## src/rtl/keypad_scan.sv

```systemverilog
// 4x4 matrix keypad scanner: walks an active-low column strobe, debounces the
// first key seen on the row lines, and reports its code once per physical press.
module keypad_scan #(
    parameter int SCAN_DIV     = 50000,
    parameter int DEBOUNCE_CNT = 500000
) (
    input  logic       clk,
    input  logic       reset,
    input  logic [3:0] row,
    output logic [3:0] col,
    output logic [3:0] key_code,
    output logic       key_valid,
    output logic       key_held
);

    localparam int DW = $clog2(SCAN_DIV);
    localparam int BW = $clog2(DEBOUNCE_CNT);
    localparam logic [DW-1:0] DWELL_LAST = DW'(SCAN_DIV - 1);
    localparam logic [BW-1:0] DEB_LAST   = BW'(DEBOUNCE_CNT - 1);

    typedef enum logic [1:0] {
        SCAN,
        DEB_PRESS,
        PRESSED,
        DEB_REL
    } state_t;

    state_t        state, state_next;
    logic [3:0]    row_m, row_s;
    logic [3:0]    pattern, pattern_next;
    logic [1:0]    col_idx, col_idx_next;
    logic [DW-1:0] dwell, dwell_next;
    logic [BW-1:0] deb, deb_next;
    logic [3:0]    key_code_next;
    logic          key_valid_next, key_held_next;
    logic          single_zero;
    logic [1:0]    row_idx;

    always_ff @(posedge clk or posedge reset) begin
        if (reset) begin
            row_m <= 4'hF;
            row_s <= 4'hF;
        end else begin
            row_m <= row;
            row_s <= row_m;
        end
    end

    // Exactly one low row line identifies a single key; anything else is a ghost/multi-key.
    always_comb begin
        single_zero = 1'b1;
        row_idx     = 2'd0;
        case (pattern)
            4'b1110: row_idx = 2'd0;
            4'b1101: row_idx = 2'd1;
            4'b1011: row_idx = 2'd2;
            4'b0111: row_idx = 2'd3;
            default: single_zero = 1'b0;
        endcase
    end

    always_comb begin
        state_next     = state;
        pattern_next   = pattern;
        col_idx_next   = col_idx;
        dwell_next     = dwell;
        deb_next       = deb;
        key_code_next  = key_code;
        key_valid_next = 1'b0;
        key_held_next  = key_held;
        case (state)
            SCAN: begin
                if (dwell == DWELL_LAST) begin
                    dwell_next = '0;
                    if (row_s != 4'hF) begin
                        pattern_next = row_s;
                        deb_next     = '0;
                        state_next   = DEB_PRESS;
                    end else begin
                        col_idx_next = col_idx + 2'd1;
                    end
                end else begin
                    dwell_next = dwell + DW'(1);
                end
            end
            DEB_PRESS: begin
                if (row_s != pattern) begin
                    deb_next     = '0;
                    dwell_next   = '0;
                    col_idx_next = col_idx + 2'd1;
                    state_next   = SCAN;
                end else if (deb == DEB_LAST) begin
                    deb_next   = '0;
                    state_next = PRESSED;
                    if (single_zero) begin
                        key_code_next  = {row_idx, col_idx};
                        key_valid_next = 1'b1;
                        key_held_next  = 1'b1;
                    end
                end else begin
                    deb_next = deb + BW'(1);
                end
            end
            PRESSED: begin
                if (row_s == 4'hF) begin
                    deb_next   = '0;
                    state_next = DEB_REL;
                end
            end
            DEB_REL: begin
                if (row_s != 4'hF) begin
                    deb_next   = '0;
                    state_next = PRESSED;
                end else if (deb == DEB_LAST) begin
                    deb_next      = '0;
                    dwell_next    = '0;
                    key_held_next = 1'b0;
                    col_idx_next  = col_idx + 2'd1;
                    state_next    = SCAN;
                end else begin
                    deb_next = deb + BW'(1);
                end
            end
            default: state_next = SCAN;
        endcase
    end

    // col is registered from the next index so the strobe never glitches to two low bits.
    always_ff @(posedge clk or posedge reset) begin
        if (reset) begin
            state     <= SCAN;
            pattern   <= 4'hF;
            col_idx   <= 2'd0;
            col       <= 4'b1110;
            dwell     <= '0;
            deb       <= '0;
            key_code  <= 4'd0;
            key_valid <= 1'b0;
            key_held  <= 1'b0;
        end else begin
            state     <= state_next;
            pattern   <= pattern_next;
            col_idx   <= col_idx_next;
            col       <= ~(4'b0001 << col_idx_next);
            dwell     <= dwell_next;
            deb       <= deb_next;
            key_code  <= key_code_next;
            key_valid <= key_valid_next;
            key_held  <= key_held_next;
        end
    end

endmodule
```

## config.mk

```make
export PLATFORM = sky130hd
export DESIGN_NAME = keypad_scan
export DESIGN_NICKNAME = d
export VERILOG_FILES = /design/src/rtl/keypad_scan.sv
export SDC_FILE = /design/constraint.sdc
export NUM_CORES = 1
export LEC_CHECK = 0
export BUFFER_PORTS_ARGS = -buffer_cell sky130_fd_sc_hd__buf_2
export CORE_MARGIN = 2
export CORE_UTILIZATION = 65
export CTS_CLUSTER_DIAMETER = 100
export DETAILED_ROUTE_END_ITERATION = 10
export GPL_TIMING_DRIVEN = 0
export PLACE_DENSITY = 0.84
export REMOVE_ABC_BUFFERS = 1
export SLEW_MARGIN = 25
export SYNTH_ARGS = -nofsm -noshare
export SYNTH_HDL_FRONTEND = slang
export SYNTH_SLANG_ARGS = --single-unit
```

## constraint.sdc

```tcl
create_clock -name clk -period 3.8 [get_ports clk]
set_clock_uncertainty 0.15 [all_clocks]
set_input_delay 0.38 -clock clk [delete_from_list [all_inputs] [get_ports clk]]
set_output_delay 0.38 -clock clk [all_outputs]
set_load 0.01 [all_outputs]
```

======== Word-level counts from Yosys, hierarchy flattened ========
Cells that the tools add are included.
operators by class
  add/subtract/negate cells ............... 3
  multipliers ............................. 0
  div/mod/pow operators ................... 0
  order comparisons ....................... 0
  eq/ne operators ......................... 23
  shifts and indexed selects .............. 1
  muxes and demuxes ....................... 38
  bitwise operators ....................... 2
  reductions and logical operators ........ 10
operators by type and width
  cell                     number
  $mux W19                 6
  $pmux W19 S4             1
  $mux W16                 4
  $pmux W16 S3             1
  $mux W2                  12
  $add A19 B1 Y19 const B  1
  $eq A19 B19 Y1 const B   1
  $ne A2 B2 Y1 const B     9
  $add A16 B1 Y16 const B  1
  $eq A16 B16 Y1 const B   1
  $eq A4 B4 Y1 const B     4
  $pmux W2 S3              2
  $mux W1                  10
  $pmux W2 S4              1
  $reduce_and A4 Y1        2
  $ne A3 B3 Y1 const B     2
  $reduce_and A3 Y1        2
  $reduce_and A6 Y1        1
  $reduce_and A5 Y1        1
  $eq A2 B2 Y1 const B     2
  $eq A4 B3 Y1 const B     1
  $ne A4 B4 Y1             1
  $ne A4 B4 Y1 const B     1
  $not A4 Y4               1
  9 further kinds          9
word-level totals
  bits in registers ....................... 61
  latch bits .............................. 0
  bits in writable memories ............... 0
  bits in read-only memories .............. 0
  input bits .............................. 6
  word-level logic and storage cells ...... 88
  memories ................................ 0

======== Depth between registers and ports, before layout ========
  depth in word-level cells ............... 7
  mapped depth ............................ 8

======== Worst setup path after synthesis ========
No wires, ideal clock.
  path type ............................... flip-flop to flip-flop
  start point ............................. register pattern[1]
  end point ............................... register key_code[0]
  library setup time ...................... 125 ps
  arrival time ............................ 2113 ps
  data required time ...................... 3525 ps
  path slack .............................. 1412 ps
  cell stages (with the launch flop) ...... 7
  buffers on the path ..................... 1
  period minus slack after synthesis ...... 2388 ps
  cell sequence ........................... dfstp_2 > clkbuf_1 > xnor2_1 > nand4_1 > or3b_2 > nor3_2 > mux2_2
on the way
  cells in the longest elaborated chain, start to end .. 4
RTL lines
  element                                              line  text
  start, declared                                      30    logic [3:0] pattern, pattern_next;
  start signal, assigned                               142   pattern <= pattern_next;
  $eq A4 B3 Y1 / $eq A4 B4 Y1 (equally long branches)  53    case (pattern)
  $reduce_or A4 Y1 (no source line)                    --
  $mux W1                                              53
  $reduce_and A4 Y1 (no source line) *                 --
  end signal, assigned                                 147   key_code <= key_code_next;
  end, declared                                        11    output logic [3:0] key_code,
Every way passes the cells marked *; elsewhere a longest branch is shown, timed or not.
A chain may end at the register's enable or synchronous reset.

======== Worst setup path after layout ========
  start point ............................. register dwell[0]
  end point ............................... register dwell[14]
on the way
  cells in the longest elaborated chain, start to end .. 3
RTL lines
  element                                                   line    text
  start, declared                                           32      logic [DW-1:0] dwell, dwell_next;
  start signal, assigned                                    145     dwell <= dwell_next;
  $add A16 B1 Y16 / $eq A16 B16 Y1 (equally long branches)  83, 73
  $mux W16 *                                                73      if (dwell == DWELL_LAST) begin
  $pmux W16 S3 *                                            71      case (state)
Marked as above.

==> flow_summary.toml <==
[outcome]
status = "finished clean"

[sta]
period_minus_slack_ps = 2580
setup_viol = 0
tightest_slew_ps = 581
slew_viol_final = 0
finalHoldViolations = 0
period_share_pct = 67.8
fin_tns_setup_ps = 0
rsz0062_at_grt = "no"
slew-limit-headroom_pct = 61.0
holdWs_ps = 206
timing.fmax_mhz = 388

[cells_and_area]
final_cell_area_mm2 = 0.00337
nets = 324
diodes = 0
layout_commonest_cell = "dfrtp_1"
area_growth_syn_to_layout_pct = 11.4
final_layout_size_suffix_gt1_share_pct = 20.9
instances_no_fill = 373
final_cell_mix = "dfrtp_1, nor2_1, nand2_1"
n_fill_cell = 274

[power_and_ir_drop]
power_frac_seq_pct = 56.1
p_leak_nw = 1.39
p_per_area_mw_per_mm2 = 349
p_clk_share_pct = 41.6
swShare_pct = 21.7
power_frac_comb_pct = 2.2
p_int_w = 0.000921
ir_drop_mv = 0.258
p_switching_w = 0.000256

[placement]
dp.cells = 352
dp_hpwl_mm = 3.76
dpl-instance-area_mm2 = 0.00316
gp_congestion = 0.817
port_buffers = 15

[synth]
yosys_most_used_dff = "dfrtp_1"
synth_top_area_share_pct = 38.0
async_flop_share_pct = 100
synth-edff-count = 0
avgSynthCellArea_um2 = 10.3
synth_area_mm2 = 0.00303
synth_top_area_cell = "dfrtp_1"
ys_types = 55
ys_warn_count = 0
netlist_instances = 294
synthTopCellsByArea = "dfrtp_1, dfstp_2, xnor2_1, nor2_1, o21ai_0"
ys_seq_area_share_pct = 51.0
ys_ff_latch = 61

[min_path]
holdCritStartpoint = "row_m[1]$_DFF_PP1_"
hold_end = "row_s[1]$_DFF_PP1_"
hold_path_class = "reg2reg"
hold_depth = 0

[setup_path]
crit_family = "simple AND/OR/NAND/NOR gates"
crit_required_ps = 3930
cp.arrival_ps = 2700
worstSetupPathType = "reg2reg"
cp_cell_sequence = "ha_1, and3_1, and4_1, or3_1, or4_1, nand3_1"
crit_fanout = 14
r2r_cells = 6
slowest_stage = "or4_1"
startpoint_type = "flip-flop"
r2r_slack_ps = 1220
setup.worst_path.end_class = "flip-flop"
rr_startpoint = "dwell[0]$_DFFE_PP0P_"
r2r-end = "dwell[14]$_DFFE_PP0P_"
cpPeakStageDelay_ps = 580
path_buf_inv = 0

[route]
drt-pass1-iter-count = 5
ant_nets = 0
vias = 2231
drt_iter0_drc = 154
vias_per_cell = 5.98
drcViolationCount = 0
wirelength_mm = 5.73
wl_per_cell_um = 15.4

[floorplan]
die_area_mm2 = 0.00522
fp.dieH_um = 72.3
core_mm2 = 0.00441
initial_core_util_pct = 68.6
num_io_pins = 16
placementRows = 24
die_x_um = 72.3

[cts]
root_buffer = "clkbuf_8"
cts_resized = 0
insertion_delay_ps = 340
cts_sinks = 61
cts_buffers = 9
cts_max_path_buffers = 2
path_clk_slew_ps = 60
cts_max_level = 3
cts_tree = "yes"
post_cts_buffers = 0

[grt]
grt_use_total_pct = 24.9
grt_pass1_vias = 2212
grt_overflow_total = 0
grtUsageMet3_pct = 8.75
antenna_found_initial = 0
grt_pass1_wl_mm = 9.86
grt-busiest-layer = "met2"
grt_use_met1_pct = 30.2
grt_use_met2_pct = 41.6
grt_max_degree = 56

[run]
maxCapViolCount = 0
==> worst max path at each step <==
stage / from / endpoint / slack [ps] / cells past startpoint
final: dwell[0]$_DFFE_PP0P_ / dwell[14]$_DFFE_PP0P_ / 1220 / 6
after global routing: dwell[0]$_DFFE_PP0P_ / dwell[14]$_DFFE_PP0P_ / 1120 / 6
after CTS: dwell[0]$_DFFE_PP0P_ / dwell[14]$_DFFE_PP0P_ / 1230 / 6
after detailed placement: deb[5]$_DFFE_PP0P_ / key_code[1]$_DFFE_PP0P_ / 1250 / 5
after global placement: dwell[0]$_DFFE_PP0P_ / deb[17]$_DFFE_PP0P_ / 760 / 7
after floorplan: dwell[0]$_DFFE_PP0P_ / deb[17]$_DFFE_PP0P_ / 1190 / 7
==> synth_stat cells (2+ instances only) <==
cell       n
dfrtp_1   46
nor2_1    31
nand2_1   24
xnor2_1   20
o21ai_0   19
dfstp_2   15
nand3_1   10
nor3_1     9
o31ai_1    9
a21oi_1    8
nand4_1    7
clkbuf_1   6
inv_1      6
mux2_2     6
and2_1     5
and4_1     5
and3_1     4
nor3b_1    4
nor4b_1    4
or3_1      4
buf_2      3
mux2i_1    3
nor2b_1    3
nor4_1     3
a31oi_1    2
ha_1       2
mux2_1     2
nand2b_1   2
nand3b_1   2
nor4bb_1   2
or4_1      2
xor2_1     2
xor2_2     2
==> power groups by stage <==
stage	Clock (W)	Combinational, W	Sequential (W)
after global placement	0	0.0000180	0.000672
final	0.000490	0.0000261	0.000661
after detailed placement	0	0.0000227	0.000672
after CTS	0.000495	0.0000269	0.000661
after global routing	0.000528	0.0000296	0.000661
after floorplan	0	0.0000121	0.000671
==> per-stage QoR <==
stage	utilization (%)	power [W]	setup slack [ps]
2_1_floorplan	-	0.000683	1190
3_3_place_gp	70.6	0.000690	760
3_5_place_dp	71.6	0.000695	1250
4_1_cts	76.4	0.00118	1230
5_1_grt	76.4	0.00122	1120
6_report	76.4	0.00118	1220
==> state kept, by name, indices dropped and copies added, names as in the netlist <==
name,flops
pattern,4
key_held,1
col_idx,2
key_code,4
row_m,4
row_s,4
dwell,16
col,4
deb,19
state,2
key_valid,1
==> worst register-to-register path: stages (launching register included) <==
cell	delay, ps
dfrtp_1	410
ha_1	250
and3_1	210
and4_1	240
or3_1	560
or4_1	590
nand3_1	100
==> what timing repair did <==
action / 4_1_cts / 5_1_grt
hold buffers: 5 / 0
setup endpoints to repair: 0 / 0
endpoints found under the hold margin: 10 / 0
==> routing by layer <==
metal | vias up | wire (um) | part of all wire, %
li1 | 1096 | - | -
met1 | 1091 | 2570 | 45
met2 | 37 | 2850 | 50
met3 | 7 | 255 | 4.4
met4 | 0 | 63 | 1.1
met5 | - | 0 | 0
==> logic make-up after synthesis <==
family	share of synthesized area (%)
mux	3.97
simple gates	24.5
flops	51.0
xor+xnor	7.44
compound gates	9.83
fa+ha+maj	0.826
buf+inv	2.48
==> area by class of cell <==
cell class	count	area [um2]	area share, %
Sequential cell	61	1550	45.8
Multi-Input combinational cell	216	1410	41.9
Timing Repair Buffer	22	164	4.86
Clock buffer	14	153	4.52
Tap cell	52	65.1	1.93
Inverter	6	25.0	0.742
Clock inverter	2	10.0	0.297
(Power assumes the default switching activity.)
